## config.mk

```make
export PLATFORM = sky130hd
export DESIGN_NAME = roc_token_responder
export DESIGN_NICKNAME = d
export VERILOG_FILES = /design/src/rtl/trigger_pkg.sv /design/src/rtl/roc_ctr_decoder.sv /design/src/rtl/roc_token_responder.sv
export SDC_FILE = /design/constraint.sdc
export NUM_CORES = 1
export LEC_CHECK = 0
export CELL_PAD_IN_SITES_DETAIL_PLACEMENT = 1
export CELL_PAD_IN_SITES_GLOBAL_PLACEMENT = 2
export CORE_MARGIN = 10
export CORE_UTILIZATION = 39
export DETAILED_ROUTE_END_ITERATION = 16
export PLACE_DENSITY = 0.89
export RECOVER_POWER = 25
export SLEW_MARGIN = 10
export SYNTH_ARGS = -nofsm -noshare
export SYNTH_HDL_FRONTEND = slang
export SYNTH_SLANG_ARGS = --single-unit
```

## constraint.sdc

```tcl
create_clock -name clk -period 5.2 [get_ports clk]
set_input_delay 1.3 -clock clk [delete_from_list [all_inputs] [get_ports clk]]
set_output_delay 1.3 -clock clk [all_outputs]
set_load 0.005 [all_outputs]
```

## src/rtl/trigger_pkg.sv

```systemverilog
// Shared definitions for the ROC token responder: ctr command codes,
// frame length and FSM state encodings.
package trigger_pkg;

  localparam logic [3:0] CMD_TRG = 4'b1000;
  localparam logic [3:0] CMD_RSR = 4'b0100;
  localparam logic [3:0] CMD_RST = 4'b0010;
  localparam logic [3:0] CMD_CAL = 4'b0001;

  // Start bit plus four payload bits.
  localparam int CTR_FRAME_LEN = 5;

  typedef enum logic {
    D_IDLE  = 1'b0,
    D_SHIFT = 1'b1
  } dec_state_e;

  typedef enum logic [1:0] {
    T_IDLE = 2'd0,
    T_HDR  = 2'd1,
    T_HITS = 2'd2,
    T_PASS = 2'd3
  } tok_state_e;

endpackage

```

## src/rtl/roc_ctr_decoder.sv

```systemverilog
// Serial ctr frame decoder: start bit then 4 payload bits MSB first.
// Emits one-tick registered command strobes after the last payload bit.
module roc_ctr_decoder
  import trigger_pkg::*;
(
  input  logic       clk,
  input  logic       reset,
  input  logic       sync,
  input  logic       ctr,
  output logic       cmd_trg,
  output logic       cmd_rsr,
  output logic       cmd_rst,
  output logic       cmd_cal,
  output logic       cmd_inv,
  output dec_state_e state_dbg
);

  localparam logic [1:0] LAST_BIT = 2'(CTR_FRAME_LEN - 2);

  dec_state_e state, state_nxt;
  logic [1:0] bit_cnt, bit_cnt_nxt;
  logic [2:0] shreg, shreg_nxt;
  logic [3:0] code;
  logic       done;
  logic       trg_nxt, rsr_nxt, rst_nxt, cal_nxt, inv_nxt;

  always_comb begin
    state_nxt   = state;
    bit_cnt_nxt = bit_cnt;
    shreg_nxt   = shreg;
    code        = {shreg, ctr};
    done        = 1'b0;
    case (state)
      D_IDLE: begin
        if (ctr) begin
          state_nxt   = D_SHIFT;
          bit_cnt_nxt = 2'd0;
        end
      end
      D_SHIFT: begin
        shreg_nxt   = {shreg[1:0], ctr};
        bit_cnt_nxt = bit_cnt + 2'd1;
        if (bit_cnt == LAST_BIT) begin
          done      = 1'b1;
          state_nxt = D_IDLE;
        end
      end
      default: state_nxt = D_IDLE;
    endcase
    trg_nxt = done && (code == CMD_TRG);
    rsr_nxt = done && (code == CMD_RSR);
    rst_nxt = done && (code == CMD_RST);
    cal_nxt = done && (code == CMD_CAL);
    inv_nxt = done && !(trg_nxt || rsr_nxt || rst_nxt || cal_nxt);
  end

  // Strobes only move on ticks, so each lasts exactly one tick.
  always_ff @(posedge clk or negedge reset) begin
    if (!reset) begin
      state   <= D_IDLE;
      bit_cnt <= 2'd0;
      shreg   <= 3'd0;
      cmd_trg <= 1'b0;
      cmd_rsr <= 1'b0;
      cmd_rst <= 1'b0;
      cmd_cal <= 1'b0;
      cmd_inv <= 1'b0;
    end else if (sync) begin
      state   <= state_nxt;
      bit_cnt <= bit_cnt_nxt;
      shreg   <= shreg_nxt;
      cmd_trg <= trg_nxt;
      cmd_rsr <= rsr_nxt;
      cmd_rst <= rst_nxt;
      cmd_cal <= cal_nxt;
      cmd_inv <= inv_nxt;
    end
  end

  assign state_dbg = state;

endmodule

```

## src/rtl/roc_token_responder.sv

```systemverilog
// ROC/module emulator for the soft-TBM: queues triggers from ctr commands,
// answers each token with a modelled readout period and returns it on tout.
module roc_token_responder
  import trigger_pkg::*;
#(
  parameter int PEND_W  = 4,
  parameter int HDR_LEN = 6,
  parameter int HIT_LEN = 3
) (
  input  logic              clk,
  input  logic              reset,
  input  logic              sync,
  input  logic              ctr,
  input  logic              tin,
  output logic              tout,
  input  logic [3:0]        hits,
  output logic              busy,
  output logic [PEND_W-1:0] pending,
  output logic              overflow,
  output logic              cal_seen,
  output logic              cmd_err,
  output logic              tok_err,
  output tok_state_e        tok_state_dbg,
  output dec_state_e        dec_state_dbg
);

  localparam logic [7:0]        HDR_LOAD = 8'(HDR_LEN - 1);
  localparam logic [7:0]        HIT_TICK = 8'(HIT_LEN);
  localparam logic [PEND_W-1:0] PEND_MAX = '1;
  localparam logic [PEND_W-1:0] PEND_ONE = PEND_W'(1);

  logic cmd_trg, cmd_rsr, cmd_rst, cmd_cal, cmd_inv;

  roc_ctr_decoder u_dec (
    .clk       (clk),
    .reset     (reset),
    .sync      (sync),
    .ctr       (ctr),
    .cmd_trg   (cmd_trg),
    .cmd_rsr   (cmd_rsr),
    .cmd_rst   (cmd_rst),
    .cmd_cal   (cmd_cal),
    .cmd_inv   (cmd_inv),
    .state_dbg (dec_state_dbg)
  );

  tok_state_e state, state_nxt;
  logic [7:0] cnt, cnt_nxt;
  logic [3:0] hits_q, hits_q_nxt;
  logic [7:0] hit_ticks;
  logic       abort;
  logic       dec;

  assign abort     = cmd_rsr || cmd_rst;
  assign dec       = (state == T_PASS) && (pending != '0);
  assign hit_ticks = {4'd0, hits_q} * HIT_TICK;

  always_comb begin
    state_nxt  = state;
    cnt_nxt    = cnt;
    hits_q_nxt = hits_q;
    case (state)
      T_IDLE: begin
        if (tin) begin
          state_nxt  = T_HDR;
          cnt_nxt    = HDR_LOAD;
          hits_q_nxt = hits;
        end
      end
      T_HDR: begin
        if (abort) begin
          state_nxt = T_PASS;
        end else if (cnt == 8'd0) begin
          if ((pending != '0) && (hits_q != 4'd0)) begin
            state_nxt = T_HITS;
            cnt_nxt   = hit_ticks - 8'd1;
          end else begin
            state_nxt = T_PASS;
          end
        end else begin
          cnt_nxt = cnt - 8'd1;
        end
      end
      T_HITS: begin
        if (abort || (cnt == 8'd0)) begin
          state_nxt = T_PASS;
        end else begin
          cnt_nxt = cnt - 8'd1;
        end
      end
      T_PASS:  state_nxt = T_IDLE;
      default: state_nxt = T_IDLE;
    endcase
  end

  // busy/tout are registered views of the current state, so they trail it by one tick.
  always_ff @(posedge clk or negedge reset) begin
    if (!reset) begin
      state    <= T_IDLE;
      cnt      <= 8'd0;
      hits_q   <= 4'd0;
      tout     <= 1'b0;
      busy     <= 1'b0;
      pending  <= '0;
      overflow <= 1'b0;
      cal_seen <= 1'b0;
      cmd_err  <= 1'b0;
      tok_err  <= 1'b0;
    end else if (sync) begin
      state    <= state_nxt;
      cnt      <= cnt_nxt;
      hits_q   <= hits_q_nxt;
      tout     <= (state == T_PASS);
      busy     <= (state != T_IDLE);
      cal_seen <= cmd_cal;

      if (abort) begin
        pending <= '0;
      end else if (cmd_trg && !dec) begin
        if (pending == PEND_MAX) overflow <= 1'b1;
        else                     pending  <= pending + PEND_ONE;
      end else if (dec && !cmd_trg) begin
        pending <= pending - PEND_ONE;
      end

      if (cmd_inv) cmd_err <= 1'b1;
      if (cmd_rst) begin
        overflow <= 1'b0;
        cmd_err  <= 1'b0;
        tok_err  <= 1'b0;
      end
      if (tin && (state != T_IDLE)) tok_err <= 1'b1;
    end
  end

  assign tok_state_dbg = state;

endmodule

```

==> impl_metrics.env, run 1 <==
export IMPL_violations="max-capacitance violations, max-slew violations"
export IMPL_cts_resized=0
export IMPL_layout_worst_path_cycle_share=0.5966
export IMPL_p_sw_frac=0.4415
export IMPL_utilization=0.4679
export IMPL_worst_ep_required_time_ns=5.39
export IMPL_synth_common_cells="dfrtp_1, nand2_1, o21ai_0"
export IMPL_clock_sinks=35
export IMPL_power_leakage_nw=1.116
export IMPL_synthFlopType="dfrtp_1"
export IMPL_cpPeakStageDelay_ns=0.95
export IMPL_hold_viol=0
export IMPL_rows=27
export IMPL_clk_path_buf_depth=2
export IMPL_hpwl_um=3854
export IMPL_via_count=1795
export IMPL_fmax_mhz=322.4
export IMPL_die_x_um=95.91
export IMPL_synth_warning_count=0
export IMPL_tritoncts="yes"
export IMPL_hold_path_class="flop to flop"
export IMPL_dr_pass1_iters=4
export IMPL_setup_ws_ns=2.098
export IMPL_cts_made_buffers=5
export IMPL_drc=0
export IMPL_critPathMaxFanout=20
export IMPL_postCtsHoldBufs=0
export IMPL_slew_violations=36
export IMPL_worst_setup_path_start_kind="input pin"
export IMPL_die_area_um2=9198
export IMPL_p_per_area_nw_per_um2=615.9
export IMPL_slew_headroom=-0.3074
export IMPL_detail_route_antenna_nets=0
export IMPL_setup_tns_ns=0
export IMPL_antenna_found_initial=0
export IMPL_avgRoutedWirePerCell_um=15.75
export IMPL_n_antenna_cell=0
export IMPL_drive_gt1_frac=0.09962
export IMPL_peakVddDrop_mv=0.2584
export IMPL_cp_end_kind="flop"
export IMPL_yosys_area_top_type="dfrtp_1"
export IMPL_synth_fp_nets=266
export IMPL_synthMostInstantiatedCell="dfrtp_1"
export IMPL_clk_pin_slew_ns=0.07
export IMPL_ys_seq_elements=35
export IMPL_synth_top_cells_by_area="dfrtp_1, ha_1, o21ai_0, mux2_2, nand2_1"
export IMPL_routed_wl_um=5244
export IMPL_gp_congestion=0.7813
export IMPL_syn_avg_cell_area_um2=9.442
export IMPL_combinationalPowerShare=0.564
export IMPL_synth_top_cell_area_share=0.3898
export IMPL_synth_edf_count=0
export IMPL_fin_nets=288
export IMPL_clockPowerShare=0.125
export IMPL_min_path_cells=1
export IMPL_status="complete, but fails checks"
export IMPL_critPathKind="input pin to flop"
export IMPL_grt_max_degree=36
export IMPL_place_ws_ns=1.832
export IMPL_syn_area_um2=2247
export IMPL_drt_iter0_markers=65
export IMPL_postCtsSetupRepairBufs=0
export IMPL_seq_area_frac_synth=0.3898
export IMPL_r2r_cells=6
export IMPL_rsz0062_at_grt="no"
export IMPL_finalSetupViolCount=0
export IMPL_track_usage=0.1219
export IMPL_fin_worst_skew_ns=0.01165
export IMPL_htree_levels=2
export IMPL_die_h_um=95.91
export IMPL_maxCapViolations=1
export IMPL_viasPerCell=5.390
export IMPL_worst_slew_pin_slew_ns=1.961
export IMPL_grt_overflow_total=0
export IMPL_pin_count=22
export IMPL_fin_crit_ns=3.102
export IMPL_grt_first_pass_wirelength_um=9087
export IMPL_numPortBuffers=21
export IMPL_cts_root_buf="clkbuf_8"
export IMPL_regToRegSetupSlack_ns=2.85
export IMPL_clock_latency_ns=0.29
export IMPL_grt_pass1_vias=1827
export IMPL_switchingPower_mw=0.7049
export IMPL_ys_types=57
export IMPL_core_area_um2=5540
export IMPL_start_util=0.4056
export IMPL_syn_instance_count=238
export IMPL_async_flop_share=1.000
export IMPL_cp_cell_sequence="clkdlybuf4s50_1 > clkinv_1 > nor2_1 > nand2_1 > o32ai_1"
export IMPL_seqPwrFrac=0.311
export IMPL_cp_arrival_ns=3.29
export IMPL_area_delta_synth_final_pct=15.37
export IMPL_cp_slowest_cell="clkdlybuf4s50_1"
export IMPL_internal_power_mw=0.8917
[layout make-up]
cell class,count,area (um2)
multi-input cells,180,1274
clock buffers,6,72.57
fillers,663,2948
repair buffers,21,203.9
clock inverters,2,12.51
well taps,72,90.09
inverters,17,63.81
flip-flops and latches,35,875.8
[logic make-up after synthesis]
group           count (synthesis)  synth area share
fa+ha+maj                      20            0.1136
buf+inv                        23           0.04343
xor+xnor                        8           0.03118
compound gates                 63            0.1876
flops                          35            0.3898
mux                            10           0.04956
simple gates                   79            0.1849
[state kept, by name, summed over array words and instances (netlist names)]
| name | flops |
|---|---|
| busy | 1 |
| cnt | 8 |
| overflow | 1 |
| hits_q | 4 |
| pending | 4 |
| u_dec.cmd_trg | 1 |
| u_dec.shreg | 3 |
| u_dec.cmd_cal | 1 |
| tok_err | 1 |
| cmd_err | 1 |
| tout | 1 |
| u_dec.cmd_rst | 1 |
| u_dec.bit_cnt | 2 |
| cal_seen | 1 |
| tok_state_dbg | 2 |
| u_dec.cmd_rsr | 1 |
| u_dec.state_dbg | 1 |
| u_dec.cmd_inv | 1 |
[worst max-delay path: cells and delay by family]
| kind | cells | cell delay, ns |
|---|---|---|
| simple gates | 2 | 0.37 |
| compound gates | 1 | 0.22 |
| buf+inv | 2 | 1.39 |
[power groups by stage]
stage | combinational [mW] | sequential (mW) | clock (mW)
after floorplan | 0.669 | 0.469 | 0
after global placement | 0.892 | 0.501 | 0
after detailed placement | 0.912 | 0.503 | 0
after CTS | 0.919 | 0.498 | 0.207
after global routing | 1.03 | 0.519 | 0.220
final | 0.901 | 0.497 | 0.199
[metrics by stage]
step	area (um2)	total power, mW	hold WS, ns	instances
final	2592	1.597	0.4999	333
after global routing	2592	1.771	0.5161	333
after CTS	2594	1.625	0.5037	333
after detailed placement	2509	1.415	0.4858	325
after global placement	2509	1.393	0.4783	325
after floorplan	2247	1.138	0.4493	238
[metal layers]
layer	up-vias	track usage	share of wire
li1	900	-	-
met1	867	0.1731	0.51
met2	23	0.1806	0.44
met3	5	0.03268	0.042
met4	0	0.02580	0.0065
met5	-	0	0
[worst paths after layout]
kind / from / end
max: sync / u_dec.cmd_rst
min: u_dec.bit_cnt[1] / u_dec.bit_cnt[1]
max reg2reg: pending[1] / pending[3]
min reg2reg: u_dec.bit_cnt[1] / u_dec.bit_cnt[1]
max in group asynchronous: reset / busy
min in group asynchronous: reset / pending[2]
[layout by cell type, fill, tap and decap left out, types with 4 or more instances in the layout]
cell / netlist / routed
nand2_1: 25 / 25
clkbuf_8: 0 / 5
nor2_1: 15 / 15
clkdlybuf4s50_1: 0 / 20
nand3b_1: 4 / 4
a21oi_1: 11 / 11
inv_1: 16 / 16
ha_1: 18 / 18
xnor2_1: 5 / 5
o21ai_0: 22 / 22
mux2_2: 9 / 9
nand3_1: 4 / 4
nand2b_1: 8 / 8
dfrtp_1: 35 / 35
Power figures use the tool's default switching activity.
==> run 2, diff against run 1 <==
CORE_UTILIZATION = 36   (was 39)
PLACE_DENSITY = 0.83   (was 0.89)
clock period = 3.05 ns   (was 5.2 ns; I/O delays follow)
==> run 2 against run 1 <==
Effect of this change: die area grew 6.6%; combinational power grew 72%; sequential share of layout area shrank 0.097 points; critical path type is now flop to flop; first-iteration DRC count shrank 7.7%; the run still ends with max-capacitance violations, max-slew violations left; worst hold slack lost 0.0092 ns; design area grew 0.29%; highest routed layer unchanged; utilization shrank 3.4 points; critical path depth grew 1.
==> impl_metrics.env, run 2 (same netlist as run 1, synthesis figures left out) <==
export IMPL_htree_levels=2
export IMPL_cp_slowest_cell="or4_1"
export IMPL_die_h_um=99.01
export IMPL_power_leakage_nw=1.122
export IMPL_gp_congestion=0.7856
export IMPL_largest_reg_flops=8
export IMPL_n_antenna_cell=0
export IMPL_cts_made_buffers=5
export IMPL_grt_pass1_vias=1862
export IMPL_reg_top3="cnt x8, hits_q x4, pending x4"
export IMPL_drt_iter0_markers=60
export IMPL_routed_wl_um=5346
export IMPL_status="complete, but fails checks"
export IMPL_cts_resized=0
export IMPL_hold_path_class="flop to flop"
export IMPL_switchingPower_mw=1.194
export IMPL_fin_nets=289
export IMPL_clock_sinks=35
export IMPL_start_util=0.3751
export IMPL_viasPerCell=5.398
export IMPL_setup_tns_ns=0
export IMPL_seqPwrFrac=0.311
export IMPL_drc=0
export IMPL_postCtsHoldBufs=0
export IMPL_cp_arrival_ns=2.51
export IMPL_worst_ep_required_time_ns=3.22
export IMPL_hold_viol=0
export IMPL_worst_slew_pin_slew_ns=1.953
export IMPL_worst_setup_path_start_kind="flop"
export IMPL_core_area_um2=5991
export IMPL_grt_overflow_total=0
export IMPL_layout_worst_path_cycle_share=0.7657
export IMPL_clock_latency_ns=0.28
export IMPL_p_per_area_nw_per_um2=1045
export IMPL_grt_first_pass_wirelength_um=9204
export IMPL_fin_crit_ns=2.335
export IMPL_die_x_um=99.01
export IMPL_hpwl_um=3987
export IMPL_place_ws_ns=0.5306
export IMPL_detail_route_antenna_nets=0
export IMPL_final_cell_mix="dfrtp_1, nand2_1, o21ai_0"
export IMPL_cpPeakStageDelay_ns=0.56
export IMPL_pin_count=22
export IMPL_register_area_um2=875.8
export IMPL_track_usage=0.1115
export IMPL_clk_path_buf_depth=2
export IMPL_multiInputGateArea_um2=1274
export IMPL_postCtsSetupRepairBufs=0
export IMPL_final_common_cell="dfrtp_1"
export IMPL_dr_pass1_iters=5
export IMPL_peakVddDrop_mv=0.4050
export IMPL_setup_ws_ns=0.7147
export IMPL_antenna_found_initial=0
export IMPL_drive_gt1_frac=0.09924
export IMPL_tritoncts="yes"
export IMPL_cp_end_kind="flop"
export IMPL_critPathKind="flop to flop"
export IMPL_grt_max_degree=36
export IMPL_p_sw_frac=0.4395
export IMPL_via_count=1819
export IMPL_cp_cell_sequence="inv_1 > ha_1 > or4_1 > o21ai_2 > o22ai_1 > a221o_1"
export IMPL_fin_worst_skew_ns=0.007061
export IMPL_avgRoutedWirePerCell_um=15.86
export IMPL_die_area_um2=9802
export IMPL_critPathMaxFanout=9
export IMPL_finalSetupViolCount=0
export IMPL_fillCellCount=686
export IMPL_postLayoutCellArea_um2=2600
export IMPL_rows=28
export IMPL_fmax_mhz=428.2
export IMPL_clk_pin_slew_ns=0.07
export IMPL_cts_root_buf="clkbuf_8"
export IMPL_post_dp_cell_area_um2=2520
export IMPL_regMostFlops="cnt"
export IMPL_internal_power_mw=1.523
export IMPL_violations="max-capacitance violations, max-slew violations"
export IMPL_numPortBuffers=21
export IMPL_clockPowerShare=0.119
export IMPL_maxCapViolations=1
export IMPL_combinationalPowerShare=0.569
export IMPL_rsz0062_at_grt="no"
export IMPL_slew_headroom=-0.3022
export IMPL_slew_violations=36
export IMPL_area_delta_synth_final_pct=15.70
[run 2: cell types whose count changed in the layout (fill, tap and decap cells not counted)]
cell	change
buf_4	+1
clkbuf_1	+1
clkinvlp_4	-1
[run 2: path summary, 6_finish.rpt]
path	start	end	slack [ns]	cells past startpoint
max in group asynchronous	reset	cal_seen	0.91	1
min in group asynchronous	reset	cnt[1]	1.02	1
worst min register to register	u_dec.cmd_cal	u_dec.cmd_cal	0.49	1
worst max-delay path	tok_state_dbg[0]	cnt[5]	0.71	6
worst min-delay path	u_dec.cmd_cal	u_dec.cmd_cal	0.49	1
worst max register to register	tok_state_dbg[0]	cnt[5]	0.71	6
[run 2: worst max-delay path: cells and delay by family, from the launching register on]
kind | cells | cell delay, ns
simple gates | 1 | 0.56
compound gates | 3 | 0.86
fa+ha+maj | 1 | 0.29
buf+inv | 1 | 0.11
flops | 1 | 0.42
[run 2: layout make-up]
class / instances / share of cell area
clock buffers: 7 / 0.02936
clock inverters: 1 / 0.001925
inverters: 17 / 0.02454
multi-input cells: 180 / 0.4899
flip-flops and latches: 35 / 0.3369
well taps: 75 / 0.03609
repair buffers: 22 / 0.08133
[run 2: through the flow]
stage                     total power [mW]  hold WS (ns)  utilization  std cells
after floorplan                      1.940        0.4493            -        238
after global routing                 3.004        0.5241       0.4340        337
after global placement               2.379        0.4780       0.4206        329
final                                2.718        0.4907       0.4340        337
after CTS                            2.754        0.4928       0.4342        337
after detailed placement             2.413        0.4727       0.4206        329
[run 2: power groups by stage]
stage | combinational, mW | sequential, mW | clock, mW
after floorplan | 1.14 | 0.799 | 0
after global placement | 1.53 | 0.854 | 0
after detailed placement | 1.56 | 0.857 | 0
after CTS | 1.57 | 0.849 | 0.339
after global routing | 1.76 | 0.887 | 0.358
final | 1.55 | 0.846 | 0.325
[run 2: layer usage]
layer	part of all wire	track usage	up-vias
met5	0	0	-
met4	0.0095	0.03308	0
met3	0.031	0.02793	5
met2	0.46	0.1743	20
met1	0.50	0.1469	895
li1	-	-	899
==> edit (flow settings as in run 1) <==
Change the parameter `PEND_W` from 4 to 6.
--- a/src/rtl/roc_token_responder.sv
+++ b/src/rtl/roc_token_responder.sv
@@ -4,5 +4,5 @@
   import trigger_pkg::*;
 #(
-  parameter int PEND_W  = 4,
+  parameter int PEND_W  = 6,
   parameter int HDR_LEN = 6,
   parameter int HIT_LEN = 3
Interface: changed (resized pending); port bits go from 22 to 24. No check against the original RTL was run, so the function may have changed too.
==> edit against run 1 <==
  * The flow still finishes with violations (max-capacitance violations, max-slew violations)
  * Largest power group unchanged
  * Sequential cell count is 2 higher
  * Worst setup slack worse by 0.036 ns
  * Clock power is 11% higher
  * Global-route usage is 0.24 points higher
  * Sequential power is 11% higher
  * Via count is 9.5% higher
  * Routed wire length is 14% higher
  * Worst hold slack better by 0.0019 ns
  * Area after synthesis is 7.0% higher
  * Synthesized cell count is 7.6% higher
  * Total power is 19% higher
  * Critical path depth is 1 lower
  * Design area is 8.1% higher
  * Final cell count is 7.5% higher
==> edit: results (changes against run 1) <==
placed_cell_area_um2: 2706  # was 2509 µm²
status: "finished with violations"  # unchanged
leakage_nw: 1.204  # was 1.116 nW
pwr-share-seq: 0.291  # was 0.311
synth.area.mux_share: 0.05518  # was 0.04955
place_hpwl_um: 4484  # was 3854 µm
sh_seq_area: 0.3305  # was 0.3378
grt_pass1_wl_um: 10200  # was 9087 µm
buf_share: 0.07995  # was 0.07867
cap_violations: 1  # unchanged
ir_drop_uv: 291.8  # was 258.4 µV
multi_input_area_share: 0.4962  # was 0.4913
nFillCells: 705  # was 663
p_per_area_nw_per_um2: 675.4  # was 615.9 nW/µm²
totalWireLength_um: 5975  # was 5244 µm
clock_power_share: 0.116  # was 0.125
violations: "max-capacitance violations, max-slew violations"  # unchanged
arrival_ns: 3.36  # was 3.29 ns
synth_fp_nets: 285  # was 266
multiInputCombCellCount: 196  # was 180
drt-vias-per-instance: 5.492  # was 5.390
clkTransAtPathRegs_ns: 0.09  # was 0.07 ns
crit_path_max_fanout: 19  # was 20
numClockSinks: 37  # was 35
slew_viol_final: 38  # was 36
ys_seq_area_frac: 0.3852  # was 0.3898
finalInstanceArea_um2: 2801  # was 2592 µm²
signal_buffers: 23  # was 21
num-nonclk-inverters: 19  # was 17
synth_compound_area_frac: 0.2129  # was 0.1876
relSlewSlack: -0.3792  # was -0.3074
numPortBuffers: 23  # was 21
reg.largest.list: "cnt: 8 flops, pending: 6 flops, hits_q: 4 flops"  # was cnt: 8 flops, hits_q: 4 flops, pending: 4 flops
cpPeakStageDelay_ns: 0.90  # was 0.95 ns
crit_family: "simple AND/OR/NAND/NOR gates"  # was buffers and inverters
## edit: cell types whose count changed after synthesis, sizes merged, moves of 3 or more
cell    delta
a21oi      +5
o21ai      +7
nor2       +4
nand2b     -3
inv        +3
nand2      +6
## edit: logic make-up (layout without fill, tap and decap cells)
group           Yosys count  count (layout)
mux                      12              12
compound gates           76              76
xor+xnor                 10              10
fa+ha+maj                20              20
buf+inv                  23              50
flops                    37              37
simple gates             78              78
## edit: metal layers
metal  global-route usage  vias up  part of all wire
met3              0.02863        9             0.030
met4              0.03859        0             0.013
met2               0.1947       26              0.45
met5                    0        -                 0
met1               0.1649      963              0.51
li1                     -      968                 -
## edit: through the flow
| stage | worst slack (ns) | instances | hold slack [ns] |
|---|---|---|---|
| 2_1_floorplan | 2.734 | 256 | 0.4493 |
| 3_3_place_gp | 1.845 | 350 | 0.4762 |
| 3_5_place_dp | 1.755 | 350 | 0.4894 |
| 4_1_cts | 2.022 | 358 | 0.5071 |
| 5_1_grt | 1.950 | 358 | 0.5333 |
| 6_report | 2.062 | 358 | 0.5017 |
## edit: worst paths after layout
kind | startpoint | end | slack [ns]
min | u_dec.bit_cnt[1]$_DFFE_PN0P_ | u_dec.bit_cnt[1]$_DFFE_PN0P_ | 0.50
min in group asynchronous | reset | cnt[1]$_DFFE_PN0P_ | 1.60
max | sync | u_dec.cmd_cal$_DFFE_PN0P_ | 2.06
min reg2reg | u_dec.bit_cnt[1]$_DFFE_PN0P_ | u_dec.bit_cnt[1]$_DFFE_PN0P_ | 0.50
max in group asynchronous | reset | hits_q[3]$_DFFE_PN0P_ | 2.42
max reg2reg | pending[2]$_DFFE_PN0P_ | pending[5]$_DFFE_PN0P_ | 2.40
